**src/rtl/cast_pkg.sv**
```systemverilog
// rtl/cast_pkg.sv - shared VC state type, credit width and error bit indices for the output VC tracker
package cast_pkg;

  typedef enum logic [1:0] {VC_IDLE, VC_ACTIVE, VC_DRAIN} vc_state_t;

  localparam int BUF_DEPTH_DEF = 4;
  localparam int CRED_W        = $clog2(BUF_DEPTH_DEF + 1);

  localparam int ERR_OVF   = 0;
  localparam int ERR_UDF   = 1;
  localparam int ERR_ALLOC = 2;

endpackage

```
**src/rtl/cast_vc_credit_counter.sv**
```systemverilog
// rtl/cast_vc_credit_counter.sv - saturating per-VC downstream credit counter with overflow/underflow pulses
module cast_vc_credit_counter #(
  parameter int  DEPTH = 4,
  localparam int W     = $clog2(DEPTH + 1)
) (
  input  logic         clk,
  input  logic         rstn,
  input  logic         inc,
  input  logic         dec,
  output logic [W-1:0] count,
  output logic         ovf,
  output logic         udf
);

  localparam logic [W-1:0] FULL = W'(DEPTH);

  logic [W-1:0] count_q, count_d;

  // A simultaneous inc and dec cancels out and can never raise an error.
  always_comb begin
    count_d = count_q;
    ovf     = 1'b0;
    udf     = 1'b0;
    if (inc && !dec) begin
      if (count_q == FULL) ovf = 1'b1;
      else                 count_d = count_q + 1'b1;
    end else if (dec && !inc) begin
      if (count_q == '0) udf = 1'b1;
      else               count_d = count_q - 1'b1;
    end
  end

  always_ff @(posedge clk or negedge rstn) begin
    if (!rstn) count_q <= FULL;
    else       count_q <= count_d;
  end

  assign count = count_q;

endmodule

```
**src/rtl/cast_out_vc_tracker.sv**
```systemverilog
// rtl/cast_out_vc_tracker.sv - per-output-port VC state/credit tracker; WAIT_EMPTY_EN holds a VC in DRAIN until its downstream buffer empties
module cast_out_vc_tracker
  import cast_pkg::*;
#(
  parameter int VC_NUM    = 5,
  parameter int BUF_DEPTH = BUF_DEPTH_DEF
) (
  input  logic              clk,
  input  logic              rstn,
  input  logic [VC_NUM-1:0] outVCAvailableReset,
  input  logic [VC_NUM-1:0] flitSent,
  input  logic [VC_NUM-1:0] tailSent,
  input  logic [VC_NUM-1:0] creditIn,
  output logic [VC_NUM-1:0] outVCAvailable,
  output logic [VC_NUM-1:0] outVCCreditOk,
  output logic [2:0]        errFlag
);

  localparam int            CW   = $clog2(BUF_DEPTH + 1);
  localparam logic [CW-1:0] FULL = CW'(BUF_DEPTH);

  vc_state_t         state_q [VC_NUM];
  vc_state_t         state_d [VC_NUM];
  logic [VC_NUM-1:0] avail_q, avail_d;
  logic [VC_NUM-1:0] cred_ok_q, cred_ok_d;
  logic [2:0]        err_q, err_d;
  logic [CW-1:0]     cnt [VC_NUM];
  logic [VC_NUM-1:0] ovf, udf, nxt_full, nxt_zero;

  for (genvar g = 0; g < VC_NUM; g++) begin : g_vc
    cast_vc_credit_counter #(.DEPTH(BUF_DEPTH)) u_cred (
      .clk   (clk),
      .rstn  (rstn),
      .inc   (creditIn[g]),
      .dec   (flitSent[g]),
      .count (cnt[g]),
      .ovf   (ovf[g]),
      .udf   (udf[g])
    );
    // Next-cycle credit predicates, including saturation at both ends.
    assign nxt_full[g] = ((cnt[g] == FULL) && !(flitSent[g] && !creditIn[g])) ||
                         ((cnt[g] == FULL - 1'b1) && creditIn[g] && !flitSent[g]);
    assign nxt_zero[g] = ((cnt[g] == '0) && !(creditIn[g] && !flitSent[g])) ||
                         ((cnt[g] == CW'(1)) && flitSent[g] && !creditIn[g]);
  end

  always_comb begin
    err_d = err_q;
    for (int i = 0; i < VC_NUM; i++) begin
      state_d[i] = state_q[i];
      case (state_q[i])
        VC_IDLE: begin
          if (outVCAvailableReset[i]) state_d[i] = VC_ACTIVE;
        end
        VC_ACTIVE: begin
          if (outVCAvailableReset[i]) err_d[ERR_ALLOC] = 1'b1;
          if (flitSent[i] && tailSent[i]) begin
`ifdef WAIT_EMPTY_EN
            state_d[i] = VC_DRAIN;
`else
            state_d[i] = VC_IDLE;
`endif
          end
        end
        VC_DRAIN: begin
          if (outVCAvailableReset[i]) err_d[ERR_ALLOC] = 1'b1;
          if (nxt_full[i]) state_d[i] = VC_IDLE;
        end
        default: state_d[i] = VC_IDLE;
      endcase
      avail_d[i]   = (state_d[i] == VC_IDLE);
      cred_ok_d[i] = !nxt_zero[i];
    end
    if (|ovf) err_d[ERR_OVF] = 1'b1;
    if (|udf) err_d[ERR_UDF] = 1'b1;
  end

  always_ff @(posedge clk or negedge rstn) begin
    if (!rstn) begin
      for (int i = 0; i < VC_NUM; i++) state_q[i] <= VC_IDLE;
      avail_q   <= '1;
      cred_ok_q <= '1;
      err_q     <= '0;
    end else begin
      for (int i = 0; i < VC_NUM; i++) state_q[i] <= state_d[i];
      avail_q   <= avail_d;
      cred_ok_q <= cred_ok_d;
      err_q     <= err_d;
    end
  end

  assign outVCAvailable = avail_q;
  assign outVCCreditOk  = cred_ok_q;
  assign errFlag        = err_q;

endmodule

```
**config.mk**
```make
export PLATFORM = sky130hd
export DESIGN_NAME = cast_out_vc_tracker
export DESIGN_NICKNAME = d
export VERILOG_FILES = /design/src/rtl/cast_pkg.sv /design/src/rtl/cast_vc_credit_counter.sv /design/src/rtl/cast_out_vc_tracker.sv
export SDC_FILE = /design/constraint.sdc
export NUM_CORES = 1
export LEC_CHECK = 0
export ABC_AREA = 1
export CAP_MARGIN = 20
export CORE_UTILIZATION = 40
export CTS_CLUSTER_DIAMETER = 80
export DETAILED_ROUTE_END_ITERATION = 6
export MAX_ROUTING_LAYER = met4
export PLACE_DENSITY = 0.64
export SLEW_MARGIN = 20
export SYNTH_ARGS = -nofsm -noshare
export SYNTH_HDL_FRONTEND = slang
export SYNTH_SLANG_ARGS = --single-unit
```
**constraint.sdc**
```tcl
create_clock -name clk -period 1.7 [get_ports clk]
set_input_delay 0.51 -clock clk [delete_from_list [all_inputs] [get_ports clk]]
set_output_delay 0.51 -clock clk [all_outputs]
set_load 0.005 [all_outputs]
```
# Word level (Yosys, flattened, before mapping)
# Cells that the tools add are included.
[classes] n_reduce_logical=112 addsub=10 mux=75 n_eq_ne=35
[ops] op="two-way mux 3 bit" n=20
[ops] op="logical AND 1 bit" n=45
[ops] op="two-way mux 1 bit" n=35
[ops] op="two-way mux 2 bit" n=15
[ops] op="one-hot mux 2 bit (3 select lines)" n=5
[ops] op="zero test 1 bit" n=25
[ops] op="zero test 2 bit" n=10
[ops] op="adder 3 x 1 -> 3 bit, second input constant" n=5
[ops] op="equality test 3 x 1 -> 1 bit, second input constant" n=5
[ops] op="equality test 3 x 2 -> 1 bit, second input constant" n=5
[ops] op="equality test 3 bit, second input constant" n=5
[ops] op="zero test 3 bit" n=5
[ops] op="AND reduction 3 bit" n=5
[ops] op="subtractor 3 x 1 -> 3 bit, second input constant" n=5
[ops] op="equality test 2 x 1 -> 1 bit, second input constant" n=5
[ops] op="equality test 2 bit, second input constant" n=5
[ops] op="logical OR 1 bit" n=10
[ops] op="inequality test 2 x 1 -> 1 bit, second input constant" n=5
[ops] op="inequality test 2 bit, second input constant" n=5
[ops] op="nonzero test 2 bit" n=5
[ops] op="OR reduction 2 bit" n=5
[ops] op="OR reduction 5 bit" n=2
[word_totals] output_inout_bits=13 regBits=38 in_bits=22

# Logic depth before layout (Yosys ltp)
[depth] ltp_word=11 mapped_depth=9 mapped_depth_nobuf=9

# Hierarchy
# Synthesis repeated with hierarchy kept, for this count alone.
[unflattened] hier_cells=426 area_unflattened_um2=2969.1
[by_module_without_submodules] mod="cast_out_vc_tracker" cells_per_inst=201 instances=1 area_each_um2=1530.2 seq_area_each_um2=588.1
[by_module_without_submodules] mod="cast_vc_credit_counter" cells_per_inst=45 instances=5 area_each_um2=287.8 seq_area_each_um2=76.3

# Least setup slack after synthesis
# No wires, ideal clock.
[synth_timing] kind="input to register" start="in flitSent[3]" end="reg g_vc[3].u_cred.count_q[2]" n_path_buf=0 path_stages=7 setup_ns=0.079 setup_slack_ns=0.371 arrival_ns=1.250 path_cell_list="inv_1 > ha_1 > nand3_1 > nand2_1 > nor2_4 > nand3_1 > o21ai_0"
[synth_via] elab_chain_len=4
[synth_rtl] element="from (decl)" line="cast_out_vc_tracker.sv:11" rtl="input logic [VC_NUM-1:0] flitSent,"
[synth_rtl] element="zero test 1 bit" line="cast_vc_credit_counter.sv:24" rtl="if (inc && !dec) begin"
[synth_rtl] element="logical AND 1 bit" line="cast_vc_credit_counter.sv:24"
[synth_rtl] element="inequality test 2 x 1 -> 1 bit (no line), or another cell as far along"
[synth_rtl] element="AND reduction 3 bit (no line)"
[synth_rtl] element="to (signal assigned)" line="cast_vc_credit_counter.sv:35" rtl="else count_q <= count_d;"
[synth_rtl] element="to (decl)" line="cast_vc_credit_counter.sv:17" rtl="logic [W-1:0] count_q, count_d;"
# Several ways; a longest one is shown, not always the timed one.
# A chain may end at the register's enable or synchronous reset.

# Worst setup path in the final report
[layout_timing] start="reg err_q[2], in the netlist errFlag[2]" end="out errFlag[2]"
[layout_rtl] element="from (decl)" line="cast_out_vc_tracker.sv:26" rtl="logic [2:0] err_q, err_d;"
[layout_rtl] element="from (signal assigned)" line="cast_out_vc_tracker.sv:88" rtl="err_q <= err_d;"
[layout_rtl] element="to (decl)" line="cast_out_vc_tracker.sv:16" rtl="output logic [2:0] errFlag"
# No word-level cell between the ends.

==> impl_metrics.py <==
metrics = {
    "status": {
        "status": "finished, final reports clean",
    },
    "logic_synthesis": {
        "synth-seq-cells": 38,
        "synth.largest_area_cell": "ha_1",
        "synth-seq-area-share": 0.350,
        "async_flop_share": 1.00,
        "synth-compound-area-share": 0.0592,
        "avgSynthCellArea_um2": 8.57,
        "synthAdderAreaFrac": 0.249,
        "synth_top_area_frac": 0.249,
        "synth_flop_cell": "dfrtp_1",
        "synth.area.top_cells": "ha_1 25%, dfrtp_1 21%, dfstp_2 14%",
        "syn_inst": 323,
        "yosysMostFrequentCell": "inv_1",
        "synthMuxAreaShare": 0,
        "synth_cell_types": 24,
        "synthesis.area_um2": 2770,
        "synthTopCellsByCount": "73 x inv_1, 55 x ha_1, 51 x nand2_1, 34 x nand3_1, 23 x dfrtp_1",
        "synth_edf_count": 0,
        "synthSimpleGateAreaFrac": 0.196,
        "synth-xor-area-share": 0.0443,
        "synth_fp_nets": 400,
        "ys_warn_count": 0,
        "synth_top_family_by_area": "adder cells",
    },
    "worst_setup_path": {
        "max_stage_delay_ns": 0.50,
        "arrival_ns": 1.14,
        "path_class": "register to output port",
        "worstRegToRegCells": 6,
        "crit_fanout": 2,
        "worst-path-buf-inv": 1,
        "path_cells": "clkdlybuf4s50_1",
        "reg2reg_slack_ns": 0.23,
        "crit_required_ns": 1.19,
        "critPathTopFamily": "buffers and inverters",
        "critPathLaunchType": "register",
        "endpoint_kind": "output port",
        "slowest_stage": "clkdlybuf4s50_1",
        "r2r_start": "state_q[0]",
        "r2r-end": "errFlag[2]",
    },
    "global_routing": {
        "grt_max_degree": 39,
        "met1_usage": 0.200,
        "grt.busiest_layer": "met2",
        "antenna_found_initial": 0,
        "use_met2": 0.264,
        "grt.overflow.total": 0,
        "grt_pass1_wl_um": 8980,
        "grt_usage": 0.163,
        "met3_usage": 0.0350,
        "first_global_vias": 2084,
    },
    "cells_and_area": {
        "final_nets": 467,
        "diodes": 0,
        "fin_area_um2": 3510,
        "final_util": 0.537,
        "area_delta_synth_final_pct": 26.7,
        "drive_gt1_frac": 0.176,
        "final_cells": 468,
    },
    "routing": {
        "first_iter_violations": 58,
        "routed_wl_um": 5100,
        "via_per_inst": 4.59,
        "routedWlPerCell_um": 10.9,
        "postRouteAntennaNets": 0,
        "num_vias": 2150,
        "drc": 0,
        "drt-pass1-iter-count": 4,
    },
    "cts": {
        "clockBufferDepth": 2,
        "clock_latency_ns": 0.29,
        "htree_levels": 2,
        "hold_buffers": 0,
        "clkTransAtPathRegs_ns": 0.07,
        "numCtsBuffers": 5,
        "cts_tree": "done",
        "cts_root_buf": "clkbuf_8",
        "clock-sinks": 38,
    },
    "power": {
        "p_per_area_nw_per_um2": 1300,
        "leakage_nw": 1.91,
        "p_int_mw": 2.74,
        "switching_share": 0.396,
        "power_frac_seq": 0.362,
        "clkPwrFrac": 0.140,
        "switchingPower_mw": 1.80,
        "peakVddDrop_mv": 0.500,
        "power_frac_comb": 0.498,
    },
    "timing": {
        "grt_setup_unrepaired": "false",
        "max_freq_ghz": 0.607,
        "relSlewSlack": 0.723,
        "worst_pin_slew_ns": 0.416,
        "finalMaxSlewViolations": 0,
        "fin_worst_skew_ns": 0.00653,
        "whs_ns": 0.165,
        "fin_crit_ns": 1.65,
        "period_share": 0.969,
        "layout_setup_ws_ns": 0.0523,
        "report.final.hold_viol_count": 0,
        "finalSetupViolations": 0,
    },
    "floorplan": {
        "start_util": 0.424,
        "num_rows": 29,
        "die_area_um2": 7260,
        "fp.coreArea_um2": 6530,
        "pin_count": 35,
        "die_y_um": 85.2,
        "die_x_um": 85.2,
    },
    "placed_design": {
        "hpwl_um": 4130,
        "place_area_um2": 3390,
        "place_inst": 458,
        "gp_congestion": 0.812,
        "io_buffers": 34,
        "place_ws_ns": -0.257,
    },
    "job": {
        "max_cap_violations": 0,
    },
    "min_path": {
        "hold_path.class": "input pin to asynchronous set/reset pin",
    },
}
==> how the worst max path moves through the flow <==
stage / start / end / slack [ns] / cells past startpoint
floorplan: flitSent[3] / g_vc[3].u_cred.count[2] / 0.37 / 7
global placement: flitSent[2] / g_vc[2].u_cred.count[2] / -0.21 / 8
detailed placement: flitSent[2] / g_vc[2].u_cred.count[2] / -0.26 / 8
CTS: errFlag[0] / errFlag[0] / 0.008 / 1
global route: errFlag[2] / errFlag[2] / 0.007 / 1
finish: errFlag[2] / errFlag[2] / 0.05 / 1
==> metrics by stage <==
step	power [mW]	setup TNS, ns
2_1_floorplan	3.21	0
3_5_place_dp	4.01	-5.54
3_3_place_gp	3.95	-4.73
5_1_grt	5.04	0
6_report	4.54	0
4_1_cts	4.59	0
==> cell families (layout without fill, tap and decap cells) <==
kind of cell             count (synthesis)  in the layout
AND/OR/NAND/NOR                        112            112
buffers and inverters                   75            143
adder cells (fa/ha/maj)                 55             55
flip-flops                              38             38
AO/OA/AOI/OAI                           29             29
XOR/XNOR                                14             14
==> cell type report <==
cell class,count,area (um^2)
fillers,596,3030
multi-input cells,210,1530
flip-flops and latches,38,970
repair buffers,60,538
inverters,75,282
well taps,77,96.3
clock buffers,7,86.3
clock inverters,1,5.00
==> power by group through the flow <==
stage          clock network [mW]  registers, mW  logic, mW
6_report                    0.638           1.64       2.26
5_1_grt                     0.706           1.70       2.64
4_1_cts                     0.666           1.65       2.28
3_5_place_dp                    0           1.66       2.34
3_3_place_gp                    0           1.66       2.28
2_1_floorplan                   0           1.63       1.58
==> per-layer routing <==
| metal | part of all wire | vias up | wire length, um |
|---|---|---|---|
| met1 | 0.50 | 975 | 2540 |
| met5 | 0 | - | 0 |
| met3 | 0.031 | 6 | 156 |
| met2 | 0.45 | 27 | 2310 |
| met4 | 0.019 | 0 | 97 |
| li1 | - | 1142 | - |
==> what timing repair did <==
item	in CTS	in global routing
pin swaps	0	1
setup buffers	1	1
gates resized for setup	10	7
setup endpoints to repair	11	6
==> state kept, by name, indices dropped and copies added (netlist names) <==
name / count
state_q: 10
outVCAvailable: 5
g_vc.u_cred.count: 15
errFlag: 3
outVCCreditOk: 5
==> cell usage in the layout, fill, tap and decap left out, types with 13 or more instances in the layout <==
| master | count |
|---|---|
| dfstp_2 | 15 |
| clkdlybuf4s50_1 | 20 |
| buf_4 | 25 |
| inv_1 | 72 |
| nand3_1 | 34 |
| nand2_1 | 50 |
| xor2_1 | 13 |
| ha_1 | 54 |
| o21ai_0 | 14 |
| dfrtp_1 | 23 |
(Power assumes the default switching activity.)
